**config.mk**
```make
export PLATFORM = sky130hd
export DESIGN_NAME = io_uart_tx
export DESIGN_NICKNAME = d
export VERILOG_FILES = /design/src/rtl/io_uart_pkg.sv /design/src/rtl/io_sync_fifo.sv /design/src/rtl/io_uart_tx.sv
export SDC_FILE = /design/constraint.sdc
export NUM_CORES = 1
export LEC_CHECK = 0
export ABC_AREA = 1
export CAP_MARGIN = 20
export CORE_MARGIN = 3
export CORE_UTILIZATION = 55
export DETAILED_ROUTE_END_ITERATION = 10
export GPL_TIMING_DRIVEN = 0
export PLACE_DENSITY = 0.77
export SLEW_MARGIN = 10
export SYNTH_ARGS = -nofsm -noshare
export SYNTH_HDL_FRONTEND = slang
export SYNTH_HIERARCHICAL = 1
export SYNTH_SLANG_ARGS = --single-unit
export TNS_END_PERCENT = 10
```
**constraint.sdc**
```tcl
create_clock -name clk_i -period 4.57 [get_ports clk_i]
set_clock_uncertainty 0.05 [all_clocks]
set_input_delay 0.914 -clock clk_i [delete_from_list [all_inputs] [get_ports clk_i]]
set_output_delay 0.914 -clock clk_i [all_outputs]
set_load 0.01 [all_outputs]
```
**src/rtl/io_uart_pkg.sv**
```systemverilog
// io_uart_pkg: register map, status bit positions, serialiser states and reset divider
package io_uart_pkg;
  localparam int REG_TXDATA = 'h0;
  localparam int REG_STATUS = 'h4;
  localparam int REG_BAUDDIV = 'h8;
  localparam int ST_BUSY = 0;
  localparam int ST_FULL = 1;
  localparam int ST_EMPTY = 2;
  localparam int ST_OVF = 3;
  localparam int ST_CNT = 8;
  localparam int DEFAULT_DIV = 868;
  typedef enum logic [1:0] {
    IDLE,
    START,
    DATA,
    STOP
  } tx_state_e;
endpackage

```
**src/rtl/io_sync_fifo.sv**
```systemverilog
// io_sync_fifo: first-word-fall-through synchronous FIFO with occupancy count
module io_sync_fifo #(
  parameter int WIDTH = 8,
  parameter int DEPTH = 16,
  localparam int AW = $clog2(DEPTH)
) (
  input  logic             clk_i,
  input  logic             reset_i,
  input  logic             push,
  input  logic             pop,
  input  logic [WIDTH-1:0] din,
  output logic [WIDTH-1:0] dout,
  output logic             full,
  output logic             empty,
  output logic [AW:0]      count
);
  logic [WIDTH-1:0] mem [DEPTH];
  logic [AW-1:0] wr_ptr, rd_ptr;
  logic do_push, do_pop;
  assign do_pop = pop && !empty;
  assign do_push = push && (!full || do_pop);
  assign full = count == (AW+1)'(DEPTH);
  assign empty = count == '0;
  assign dout = mem[rd_ptr];
  always_ff @(posedge clk_i) begin
    if (do_push) mem[wr_ptr] <= din;
  end
  always_ff @(posedge clk_i) begin
    if (reset_i) begin
      wr_ptr <= '0;
      rd_ptr <= '0;
      count <= '0;
    end else begin
      wr_ptr <= wr_ptr + AW'(do_push);
      rd_ptr <= rd_ptr + AW'(do_pop);
      count <= count + (AW+1)'(do_push) - (AW+1)'(do_pop);
    end
  end
endmodule

```
**src/rtl/io_uart_tx.sv**
```systemverilog
// io_uart_tx: memory-mapped 8N1 UART transmitter with TX FIFO, status and baud-divider registers
module io_uart_tx #(
  parameter int FIFO_DEPTH = 16,
  parameter int DEFAULT_DIV = io_uart_pkg::DEFAULT_DIV,
  parameter int ADDR_BITS = 4,
  localparam int CW = $clog2(FIFO_DEPTH) + 1
) (
  input  logic        clk_i,
  input  logic        reset_i,
  input  logic [31:0] IO_memAddr_i,
  input  logic [31:0] IO_memWData_i,
  input  logic        IO_memWr_i,
  output logic [31:0] IO_memRData_o,
  output logic        uart_tx_o
);
  import io_uart_pkg::*;
  logic [ADDR_BITS-1:0] off;
  logic wr_tx, wr_st, wr_bd, pop, full, empty, ovf, bit_end, unused;
  logic [7:0] fifo_dout, shift;
  logic [CW-1:0] count;
  logic [15:0] baud_div, div, baud_cnt;
  logic [2:0] bit_idx;
  tx_state_e state, state_nx;
  assign off = {IO_memAddr_i[ADDR_BITS-1:2], 2'b00};
  assign wr_tx = IO_memWr_i && off == ADDR_BITS'(REG_TXDATA);
  assign wr_st = IO_memWr_i && off == ADDR_BITS'(REG_STATUS);
  assign wr_bd = IO_memWr_i && off == ADDR_BITS'(REG_BAUDDIV);
  assign unused = ^{IO_memAddr_i[31:ADDR_BITS], IO_memAddr_i[1:0], IO_memWData_i[31:16]};
  assign div = baud_div == '0 ? 16'd1 : baud_div;
  // live compare so a shrinking divider ends the current bit on the next clock
  assign bit_end = baud_cnt >= div - 16'd1;
  assign pop = !empty && (state == IDLE || (state == STOP && bit_end));
  io_sync_fifo #(
    .WIDTH(8),
    .DEPTH(FIFO_DEPTH)
  ) u_fifo (
    .clk_i(clk_i),
    .reset_i(reset_i),
    .push(wr_tx),
    .pop(pop),
    .din(IO_memWData_i[7:0]),
    .dout(fifo_dout),
    .full(full),
    .empty(empty),
    .count(count)
  );
  always_ff @(posedge clk_i) begin
    if (reset_i) state <= IDLE;
    else state <= state_nx;
  end
  always_comb begin
    state_nx = state;
    case (state)
      IDLE: state_nx = empty ? IDLE : START;
      START: state_nx = bit_end ? DATA : START;
      DATA: state_nx = bit_end && bit_idx == 3'd7 ? STOP : DATA;
      STOP: state_nx = !bit_end ? STOP : empty ? IDLE : START;
      default: state_nx = IDLE;
    endcase
  end
  always_ff @(posedge clk_i) begin
    if (reset_i) begin
      ovf <= 1'b0;
      baud_div <= 16'(DEFAULT_DIV);
      baud_cnt <= '0;
      bit_idx <= '0;
      shift <= '0;
    end else begin
      ovf <= (wr_tx && full && !pop) || (ovf && !(wr_st && IO_memWData_i[ST_OVF]));
      if (wr_bd) baud_div <= IO_memWData_i[15:0];
      baud_cnt <= (state == IDLE || bit_end) ? '0 : baud_cnt + 16'd1;
      bit_idx <= state == DATA ? bit_idx + 3'(bit_end) : '0;
      shift <= pop ? fifo_dout : (state == DATA && bit_end) ? shift >> 1 : shift;
    end
  end
  always_comb begin
    uart_tx_o = state == START ? 1'b0 : state == DATA ? shift[0] : 1'b1;
    IO_memRData_o = '0;
    if (off == ADDR_BITS'(REG_STATUS)) begin
      IO_memRData_o[ST_BUSY] = state != IDLE;
      IO_memRData_o[ST_FULL] = full;
      IO_memRData_o[ST_EMPTY] = empty;
      IO_memRData_o[ST_OVF] = ovf;
      IO_memRData_o[ST_CNT +: 8] = 8'(count);
    end else if (off == ADDR_BITS'(REG_BAUDDIV)) begin
      IO_memRData_o[15:0] = baud_div;
    end
  end
endmodule

```
# Word level (Yosys, flattened, before mapping)
# Memory sizes are Yosys's and may differ from the RTL's. A register that Yosys moved wholly into a read port is not among the register bits.
# Index checks and enable logic that the tools add are counted.
# word_totals
word_cells,72
ram_bits,128
register_bits,59
out_inout_bits,33
input_bits,67
memories,1
# mem_list
name,depth,word_bits,rd,rd_ports_with_merged_regs,write_ports,line_no,rtl
u_fifo.mem,16,8,1,1,1,io_sync_fifo.sv:17,logic [WIDTH-1:0] mem [DEPTH];
# op_classes
n_mux,17
n_eq_ne,7
bitwise_logic,1
n_reduce_logical,29
n_addsub,7
n_lt_le_gt_ge,1
# op_table
op,count
16-bit 2-to-1 mux,2
8-bit 2-to-1 mux,3
16-bit by 1-bit adder with 16-bit output (second input constant),1
16-bit >= comparator,1
16-bit zero test,1
16-bit by 1-bit subtractor with 16-bit output (second input constant),1
1-bit logical AND,13
4-bit 2-to-1 mux,3
4-bit by 1-bit adder with 4-bit output,2
2-bit one-hot mux with 4 select lines,1
2-bit == test (second input constant),3
1-bit 2-to-1 mux,6
5-bit by 1-bit adder with 5-bit output,1
5-bit == test (second input constant),1
5-bit zero test,1
5-bit by 1-bit subtractor with 5-bit output,1
2-bit by 1-bit == test with 1-bit output (second input constant),2
1-bit zero test,4
4-bit zero test,1
1-bit logical OR,4
2-bit 2-to-1 mux,2
2-bit nonzero test,2
2-bit OR reduction,2
3-bit by 1-bit adder with 3-bit output,1
3 further kinds,3

# Logic depth before layout (Yosys ltp)
# logic_depth
word_depth,12
ltp_mapped,38
ltp_nobuf,38

# Modules after synthesis
# The synthesis kept the hierarchy.
# by_module_without_submodules
mod,cells_each,seq_area_each_um2,area_each_um2,n_inst
io_sync_fifo,630,4103.9,6307.3,1
io_uart_tx,418,920.9,2941.6,1

# Worst setup path after synthesis
# Ideal clock, no wire load.
# synth_timing
path_kind,register to register
from,reg baud_div[6]
to,reg u_fifo.count[4]
stages_incl_launch_ff,36
slack_ns,0.563
setup_ns,0.113
arrival_ns,3.844
n_path_buf,0
cell_sequence,dfxtp_1 inv_1 nand3_1 nor2_1 nand2_1 nand2_1 inv_1 ha_1 nand2_1 inv_1 nand2_1 nor3_1 xor2_1 inv_1 ha_1 nand2_1 nor3_1 nand2_1 nand2_1 nand2_1 nand2_4 nand2_4 inv_1 o21ai_0 nor2_1 inv_1 nand2_1 ha_1 inv_1 fa_1 inv_1 nand2_1 nand2_1 a21oi_1 nor2_1 nor2_1
# synth_via
elab_chain_len,12
# synth_lines
element,line_no,rtl
start: declaration,io_uart_tx.sv:21,"logic [15:0] baud_div, div, baud_cnt;"
start signal: assignment,io_uart_tx.sv:64,baud_div <= 16'(DEFAULT_DIV);
start signal: assignment,io_uart_tx.sv:70,if (wr_bd) baud_div <= IO_memWData_i[15:0];
16-bit zero test,io_uart_tx.sv:29,assign div = baud_div == '0 ? 16'd1 : baud_div;
16-bit 2-to-1 mux *,io_uart_tx.sv:29,
16-bit by 1-bit subtractor with 16-bit output *,io_uart_tx.sv:31,assign bit_end = baud_cnt >= div - 16'd1;
16-bit >= comparator *,io_uart_tx.sv:31,
1-bit logical AND *,io_uart_tx.sv:32,assign pop = !empty && (state == IDLE || (state == STOP && bit_end));
1-bit logical OR *,io_uart_tx.sv:32,
1-bit logical AND *,io_uart_tx.sv:32,
net pop,io_uart_tx.sv:18,"logic wr_tx, wr_st, wr_bd, pop, full, empty, ovf, bit_end, unused;"
1-bit logical AND *,io_sync_fifo.sv:20,assign do_pop = pop && !empty;
1-bit logical OR,io_sync_fifo.sv:21,assign do_push = push && (!full || do_pop);
1-bit logical AND,io_sync_fifo.sv:21,
5-bit by 1-bit adder with 5-bit output,io_sync_fifo.sv:36,count <= count + (AW+1)'(do_push) - (AW+1)'(do_pop);
5-bit by 1-bit subtractor with 5-bit output *,io_sync_fifo.sv:36,
end signal: assignment,io_sync_fifo.sv:36,
end: declaration,io_sync_fifo.sv:15,output logic [AW:0] count
# Mark *: on every way through the listed nets, which the timed path passes. The rest lies on a longest branch.
# A chain may end at the register's enable or synchronous reset.

# Worst setup path after layout
# layout_timing
from,reg baud_div[5]
to,reg u_fifo.count[4]
# The elaborated chain is that of the path after synthesis.

==> impl_metrics.csv <==
group,metric,value,unit
synthesis,ys_ff_latch,187,
placement,place_area,0.0100,mm²
synthesis,ys_types,37,
cells_and_area,syn_to_final_growth,16.1,%
synthesis,synth_ff_type,"edfxtp_1",
synthesis,synthArstFlopShare,0,%
cells_and_area,final_common_cell,"nand2_1",
job,drv_cap,0,
cells_and_area,antenna_cells,0,
hold_path,min_to,"baud_cnt[0]",
placement,dpl.hpwl,15900,µm
routing,routed_via_density,5.41,
critical_path,path_class,"flip-flop to flip-flop",
cells_and_area,nets,1227,
clocking,htree_levels,4,
grt,track_usage,26.0,%
clocking,clk_latency,440,ps
floorplan,rows,46,
routing,drt_wl_total,23200,µm
floorplan,die_w,136,µm
clocking,cts_tree,"done",
critical_path,r2r_cells,37,
pwr,p_comb_share,26.9,%
pwr,swShare,32.9,%
placement,gp_congestion,0.942,
clocking,cts-buffers-inserted,17,
synthesis,netlist_area,0.00925,mm²
routing,dr.pass1.iters,6,
timing,slew_viol_final,0,
routing,drc,0,
run_status,outcome,"finished clean",
grt,busiest_layer,"met2",
placement,port_buffers,37,
routing,final_antenna_net_count,0,
clocking,root_buffer,"clkbuf_16",
floorplan,core-area,0.0162,mm²
grt,use_met2,41.5,%
critical_path,endpoint_kind,"flip-flop",
timing,period_needed,4360,ps
clocking,path_clk_slew,70,ps
timing,post-route-period-util,95.4,%
synthesis,yosys-top-cells-area,"edfxtp_1, dfxtp_1, nand2_1",
timing,worst_pin_slew,939,ps
clocking,clockBufferDepth,2,
floorplan,start_util,57.2,%
routing,drt_iter0_drc,1015,
critical_path,rrSetupSlack,210,ps
routing,vias,7354,
clocking,hold_buffers,0,
pwr,seqPwrFrac,42.4,%
grt,grt_pass1_wl,36300,µm
cells_and_area,mostFrequentLayoutCells,"nand2_1, inv_1, nand3_1",
hold_path,hp-start,"baud_cnt[0]",
critical_path,worstPathRequired,4900,ps
pwr,p_per_area,426,mW/mm²
timing,fmax,229,MHz
critical_path,crit_family,"simple AND/OR/NAND/NOR gates",
critical_path,slowest_delay,370,ps
pwr,power_switching,1.50,mW
pwr,p_clk_share,30.6,%
synthesis,synth_top_cell_by_area,"edfxtp_1",
grt,grt_max_degree,19,
timing,max-slew-margin-rel,37.0,%
floorplan,die_h,136,µm
critical_path,worst_setup_path_start_kind,"flip-flop",
pwr,p_int,3.07,mW
critical_path,crit_path_top_delay_cell,"fa_1",
hold_path,holdPathStages,1,
critical_path,r2r-start,"baud_div[5]",
routing,wl_per_cell,17.1,µm
grt,first_global_vias,6823,
critical_path,arrival,4690,ps
pwr,p_total,4.57,mW
grt,use_met1,36.7,%
cells_and_area,layout-drive-gt1-share,13.0,%
critical_path,cp_max_fo,7,
grt,antenna_found_initial,0,
synthesis,synth_top_area_share,41.6,%
synthesis,avgSynthCellArea,8.83,µm²
grt,use_met3,3.86,%
clocking,clock_sinks,187,
synthesis,yosysSeqAreaShare,54.3,%
synthesis,synth_edf_count,128,
critical_path,crit_top_cell,"nand2_1",
cells_and_area,fillCellCount,1252,
floorplan,io_pins,100,
pwr,max-vdd-ir-drop,307,µV
timing,hold_viol,0,
critical_path,r2r-end,"u_fifo/count[4]",
cells_and_area,stdcell_area,0.0107,mm²
hold_path,min_path_type,"flip-flop to flip-flop",
grt,grt_remaining_overflow,0,
critical_path,cp_num_buf_inv,6,
synthesis,ys.warnings.count,6,
floorplan,die_area,0.0184,mm²
synthesis,syn_inst,1048,
pwr,p_leak,4.73,nW
timing,setup_viol,0,
-- worst max-delay path by stage --
stage / start / to / cells after the start
2_1_floorplan: baud_div[6] / u_fifo/count[4] / 35
3_3_place_gp: baud_div[9] / u_fifo/mem[5][3] / 25
3_5_place_dp: baud_div[9] / u_fifo/count[4] / 36
4_1_cts: baud_div[9] / u_fifo/count[4] / 36
5_1_grt: baud_div[9] / u_fifo/count[4] / 37
6_report: baud_div[5] / u_fifo/count[4] / 37
-- cell usage after synthesis (all sizes together), types with 5 or more instances --
| cell type | count |
|---|---|
| inv | 180 |
| ha | 29 |
| edfxtp | 128 |
| dfxtp | 59 |
| nand3 | 142 |
| buf | 44 |
| nand2 | 259 |
| xor2 | 19 |
| o21ai | 25 |
| nand4 | 9 |
| nor3 | 28 |
| clkbuf | 7 |
| xnor2 | 5 |
| a21oi | 37 |
| nor2 | 61 |
-- worst register-to-register path, delay by kind of cell (launching register included) --
family	cells	cell delay [ps]
AOI/OAI and AO/OA	2	200
xor gates and xnor gates	1	200
adders and majority gates	4	1000
buffers and inverters	6	470
DFF	1	340
and+or+nand+nor	24	2040
-- flip-flops by register name (all words and copies together) (netlist names), 2 cells and up --
name / flops
u_fifo/mem: 128
u_fifo/count: 5
u_fifo/rd_ptr: 4
shift: 8
baud_div: 16
u_fifo/wr_ptr: 4
baud_cnt: 16
state: 2
bit_idx: 3
-- cell families (layout without fill, tap and decap cells) --
family | count (synthesis) | in the layout | synth area share [%]
fa+ha+maj | 30 | 30 | 4.14
flops | 187 | 187 | 54.3
compound gates | 67 | 67 | 3.86
xor+xnor | 24 | 24 | 2.27
simple gates | 505 | 505 | 24.2
buf+inv | 234 | 314 | 11.2
other cells | 1 | 16 | 0.0405
-- power groups by stage --
stage	clock network [mW]	logic, mW	registers (mW)
floorplan	0	0.797	1.96
global placement	0	1.10	1.97
detailed placement	0	1.14	1.97
CTS	1.41	1.16	1.94
global route	1.47	1.35	1.95
finish	1.40	1.23	1.94
-- through the flow --
step | TNS [ps] | setup slack, ps | hold slack, ps | cells | utilization (%)
2_1_floorplan | 0 | 563 | 380 | 1063 | -
3_3_place_gp | -22490 | -444 | 401 | 1316 | 61.5
3_5_place_dp | -4010 | -232 | 408 | 1321 | 62.0
4_1_cts | -147 | -147 | 422 | 1354 | 65.7
5_1_grt | -69.8 | -47.4 | 446 | 1359 | 66.4
6_report | 0 | 211 | 419 | 1359 | 66.4
-- repair_timing --
item,in CTS,in global routing
buffers inserted,1,5
pin swaps,1,12
gates resized for setup,9,32
gates cloned,0,0
setup endpoints to repair,50,132
-- metal layers --
metal	routed length [µm]	vias up
met4	551	0
met1	9580	3426
met3	2280	46
met5	0	-
met2	10800	365
li1	-	3517
-- final cells by class --
class                   count  area (µm²)  area share (%)
plain buffers              51         345            3.21
well taps                 216         270            2.52
inverters                 183         691            6.43
flip-flops and latches    187        5030            46.9
clock buffers              19         433            4.03
clock inverters            13         116            1.08
repair buffers             48         445            4.15
multi-input cells         642        3410            31.7
No activity file was read; power rests on OpenSTA's default activity.
